<file path="src/rtl/vx_commit_arb.sv">
// vx_commit_arb: per-channel commit FIFOs merged onto one registered round-robin writeback stream.
// Optional feature macro: COMMIT_ARB_PERF_EN adds saturating stall/contention counters.
module vx_commit_arb #(
    parameter int NUM_REQS  = 6,
    parameter int DATAW     = 128,
    parameter int BUF_DEPTH = 2,
    parameter int SELW      = (NUM_REQS > 1) ? $clog2(NUM_REQS) : 1
) (
    input  logic                      clk,
    input  logic                      reset,
    input  logic [NUM_REQS-1:0]       valid_in,
    input  logic [NUM_REQS*DATAW-1:0] data_in,
    output logic [NUM_REQS-1:0]       ready_in,
    output logic                      valid_out,
    output logic [DATAW-1:0]          data_out,
    output logic [SELW-1:0]           sel_out,
    input  logic                      ready_out,
    output logic                      busy
`ifdef COMMIT_ARB_PERF_EN
    ,
    output logic [43:0]               perf_stall_cycles,
    output logic [43:0]               perf_contention_cycles
`endif
);
    localparam int AW = $clog2(BUF_DEPTH);
    localparam int CW = AW + 1;

    logic [NUM_REQS-1:0] w_full;
    logic [NUM_REQS-1:0] w_nempty;
    logic [NUM_REQS-1:0] w_push;
    logic [NUM_REQS-1:0] w_pop;
    logic [DATAW-1:0]    w_head [NUM_REQS];
    logic [DATAW-1:0]    w_gnt_data;
    logic [SELW-1:0]     w_gnt;
    logic                w_gnt_any;
    logic                w_load_en;
    logic                r_valid;
    logic [DATAW-1:0]    r_data;
    logic [SELW-1:0]     r_sel;

    assign ready_in  = ~w_full & {NUM_REQS{!reset}};
    assign w_push    = valid_in & ready_in;
    assign w_load_en = !r_valid || ready_out;
    assign w_pop     = (w_gnt_any && w_load_en) ? (NUM_REQS'(1) << w_gnt) : '0;

    for (genvar i = 0; i < NUM_REQS; i++) begin : g_fifo
        logic [DATAW-1:0] r_mem [BUF_DEPTH];
        logic [AW-1:0]    r_rd;
        logic [AW-1:0]    r_wr;
        logic [CW-1:0]    r_cnt;
        assign w_full[i]   = r_cnt == CW'(BUF_DEPTH);
        assign w_nempty[i] = r_cnt != '0;
        assign w_head[i]   = r_mem[r_rd];
        // Circular buffer; a full FIFO refuses pushes even when popped that cycle.
        always_ff @(posedge clk) begin
            if (reset) begin
                r_rd  <= '0;
                r_wr  <= '0;
                r_cnt <= '0;
            end else begin
                if (w_push[i]) begin
                    r_mem[r_wr] <= data_in[i*DATAW +: DATAW];
                    r_wr        <= r_wr + AW'(1);
                end
                if (w_pop[i])
                    r_rd <= r_rd + AW'(1);
                r_cnt <= r_cnt + CW'(w_push[i]) - CW'(w_pop[i]);
            end
        end
    end

    if (NUM_REQS == 1) begin : g_single
        assign w_gnt      = '0;
        assign w_gnt_any  = w_nempty[0];
        assign w_gnt_data = w_head[0];
    end else begin : g_rr
        logic [SELW-1:0] r_ptr;
        logic [SELW-1:0] w_idx;
        // First non-empty channel at or after the pointer; descending scan lets the nearest win.
        always_comb begin
            w_gnt     = '0;
            w_gnt_any = 1'b0;
            w_idx     = '0;
            for (int k = NUM_REQS - 1; k >= 0; k--) begin
                w_idx = SELW'((int'(r_ptr) + k) % NUM_REQS);
                if (w_nempty[w_idx]) begin
                    w_gnt_any = 1'b1;
                    w_gnt     = w_idx;
                end
            end
        end
        assign w_gnt_data = w_head[w_gnt];
        // Pointer moves just past the granted channel.
        always_ff @(posedge clk) begin
            if (reset)
                r_ptr <= '0;
            else if (w_load_en && w_gnt_any)
                r_ptr <= (w_gnt == SELW'(NUM_REQS - 1)) ? '0 : w_gnt + SELW'(1);
        end
    end

    // Output register loads whenever it is empty or being drained.
    always_ff @(posedge clk) begin
        if (reset) begin
            r_valid <= 1'b0;
            r_data  <= '0;
            r_sel   <= '0;
        end else if (w_load_en) begin
            r_valid <= w_gnt_any;
            if (w_gnt_any) begin
                r_data <= w_gnt_data;
                r_sel  <= w_gnt;
            end
        end
    end

    assign valid_out = r_valid;
    assign data_out  = r_data;
    assign sel_out   = r_sel;
    assign busy      = r_valid || (|w_nempty);

`ifdef COMMIT_ARB_PERF_EN
    logic [43:0] r_stall;
    logic [43:0] r_cont;
    logic        w_multi;
    assign w_multi = (w_nempty & (w_nempty - NUM_REQS'(1))) != '0;
    // Saturating stall and contention counters.
    always_ff @(posedge clk) begin
        if (reset) begin
            r_stall <= '0;
            r_cont  <= '0;
        end else begin
            if (r_valid && !ready_out && !(&r_stall))
                r_stall <= r_stall + 44'd1;
            if (w_multi && !(&r_cont))
                r_cont <= r_cont + 44'd1;
        end
    end
    assign perf_stall_cycles      = r_stall;
    assign perf_contention_cycles = r_cont;
`endif
endmodule

</file>
<file path="config.mk">
export PLATFORM = sky130hd
export DESIGN_NAME = vx_commit_arb
export DESIGN_NICKNAME = d
export VERILOG_FILES = /design/src/rtl/vx_commit_arb.sv
export SDC_FILE = /design/constraint.sdc
export NUM_CORES = 2
export LEC_CHECK = 0
export ABC_AREA = 1
export BUFFER_PORTS_ARGS = -buffer_cell sky130_fd_sc_hd__buf_2
export CORE_AREA = 2 2 397 399
export DETAILED_ROUTE_END_ITERATION = 8
export DIE_AREA = 0 0 399 401
export GPL_TIMING_DRIVEN = 0
export SKIP_LAST_GASP = 1
export SLEW_MARGIN = 20
export SYNTH_ARGS = -nofsm -noshare
export SYNTH_HDL_FRONTEND = slang
export SYNTH_SLANG_ARGS = --single-unit
</file>
<file path="constraint.sdc">
create_clock -name clk -period 9.9 [get_ports clk]
set_input_delay 1.98 -clock clk [delete_from_list [all_inputs] [get_ports clk]]
set_output_delay 1.98 -clock clk [all_outputs]
set_load 0.01 [all_outputs]
</file>
==> flow_summary.toml <==
[floorplanning]
coreArea_um2 = 156000
die_area_um2 = 160000
floorplan.initialDensity_pct = 44.9
io_pins = 916
die_y_um = 401
die_w_um = 399
core.rowCount = 145

[setup_path]
slowest_stage = "buf_2"
crit_top_cell = "nand2_1"
max_stage_delay_ps = 720
critical_path_class = "reg2reg"
start_kind = "flop"
cp_max_fo = 11
required_ps = 10630
worstSetupEndpointType = "flop"
crit_arrival_ps = 6610

[clocking]
ctsHoldBuffers = 0
cts_buffer_depth = 3
cts_setup_buffers = 0
insertion_delay_ps = 810
clkTransAtPathRegs_ps = 60
cts_tree = "done"
cts_root_buf = "clkbuf_16"
cts_resized = 0
cts_max_level = 4
cts_buffers = 179
clkSinkCount = 1701

[routing]
drt_iter0_drc = 4159
finalWirelength_mm = 229
vias_per_cell = 5.42
drtPass1Iterations = 8
topRoutingLayerUsed = "met5"
ant_nets = 0
routedWlPerCell_um = 26.6
met1_length_mm = 88.7
wl_met2_mm = 109
num_vias = 46600
drc_errors = 0
route.met3.wl_mm = 21.1

[timing]
fin_hold_ws_ps = 473
clock.fmax_ghz = 0.170
hold_viol = 0
rsz0062_at_grt = "no"
finalWorstSetupSlack_ps = 4010
min_period_ps = 5890
relSlewSlack_pct = 27.9
finalClockSkew_ps = 56.1
drv_slew = 0
period_share_pct = 59.5
finalSetupViolations = 0
worst_slew_pin_slew_ps = 1080

[final_layout]
fin_nets = 7064
synthToLayoutAreaGrowth_pct = 21.4
drive_above_1_share_pct = 34.4
final_cell_area_um2 = 84800

[global_route]
grt_pass1_vias = 46500
grt.overflow.total = 0
antenna_found_initial = 203
grt_max_degree = 25
track_usage_pct = 27.9
grt_pass1_wl_mm = 319

[synthesis]
synth_edf_count = 1536
synth_most_common_cell = "edfxtp_1"
netlist_area_um2 = 69900
synth_nets = 5887
ys_ff_latch = 1701
synth_area_leaders = "edfxtp_1 66%, mux2_2 12%, nand3_1 4.8%"
synth_flop_cell = "edfxtp_1"
postSynthCellCount = 5083
synth_top_area_share_pct = 66.0
yosysWarnings = 0
yosys.cell_types.count = 32
ys_seq_area_share_pct = 70.8
synthTopCellsByCount = "1536 x edfxtp_1, 855 x nand2_1, 768 x mux2_2, 664 x nand3_1, 302 x nor2_1"
synthArstFlopShare_pct = 0
synth_area_leader_cell = "edfxtp_1"
syn_avg_cell_area_um2 = 13.7

[pwr]
ir_drop_v = 0.000423
fin_total_pwr_w = 0.0315
leakage_nw = 31.8
power_density_nw_per_um2 = 371

[placement]
placed_area_um2 = 79000
io_buffers = 914
place_ws_ps = 4100
place_hpwl_mm = 171
gp_congestion = 0.857

[hold_path]
holdCritPathClass = "reg2reg"

[run_status]
status = "finished clean"

[flow_run]
max_cap_violations = 0
## final cells by class
class,count,area (µm²)
plain buffers,317,1520
clock buffers,246,4860
multi-input cells,2988,18700
fillers,13400,70900
clock inverters,85,629
repair buffers,996,6450
well taps,2058,2570
diodes,128,320
inverters,77,294
flip-flops and latches,1701,49400
## cell usage in the layout (no fill, tap or decap), types with 160 or more instances in the layout
cell       count
nand2_1      855
edfxtp_1    1536
clkbuf_16    181
buf_2       1028
clkbuf_1     210
nor2_1       290
nand3_1      664
mux2_2       768
a21oi_1      160
dfxtp_1      165
## through the flow
stage	cells	utilization, %	setup TNS, ps
after floorplan	5083	-	0
after global placement	8055	49.5	-5965320
after detailed placement	8137	50.7	0
after CTS	8468	54.3	0
after global routing	8522	54.4	0
final	8596	54.5	0
## cell families (layout without fill, tap and decap cells)
kind of cell | after synthesis | count (layout) | share of synthesized area, %
flops | 1701 | 1701 | 70.8
mux | 768 | 768 | 12.4
fa+ha+maj | 27 | 27 | 0.484
other cells | 0 | 128 | 0
compound gates | 321 | 321 | 2.32
xor+xnor | 8 | 8 | 0.100
simple gates | 1864 | 1864 | 11.4
buf+inv | 394 | 1721 | 2.58
## critical path: cells and delay by family, from the launching register on
family,cells,cell delay [ps]
AOI/OAI and AO/OA,4,650
xor gates and xnor gates,1,180
adders and majority gates,5,1140
buffers and inverters,7,1880
DFF,1,620
and+or+nand+nor,14,1320
## power breakdown
part | leakage (nW) | total (W) | switching (W) | internal [W]
registers | 15.4 | 0.00873 | 0.000210 | 0.00852
logic | 13.7 | 0.0164 | 0.0115 | 0.00488
clock network | 2.67 | 0.00633 | 0.00280 | 0.00353
## state kept, by name, indices dropped and copies added, names as in the netlist, named ones only
register,cells
g_fifo.r_wr,6
valid_out,1
g_fifo.r_cnt,12
g_fifo.r_mem,1536
sel_out,3
g_fifo.r_rd,6
g_rr.r_ptr,3
data_out,128
## path summary, 6_finish.rpt
kind	from	endpoint	slack, ps	cells past startpoint
worst max-delay path	g_rr.r_ptr[1]	g_fifo[3].r_cnt[1]	4010	31
worst min-delay path	g_fifo[0].r_rd	g_fifo[0].r_rd	470	1
worst max register to register	g_rr.r_ptr[1]	g_fifo[3].r_cnt[1]	4010	31
worst min register to register	g_fifo[0].r_rd	g_fifo[0].r_rd	470	1
## metal layers
metal	vias up	GRT usage, %
met5	-	0
met4	108	11.4
met3	491	7.96
met2	1836	45.6
met1	23100	34.8
li1	21000	-
Power figures use the tool's default switching activity.
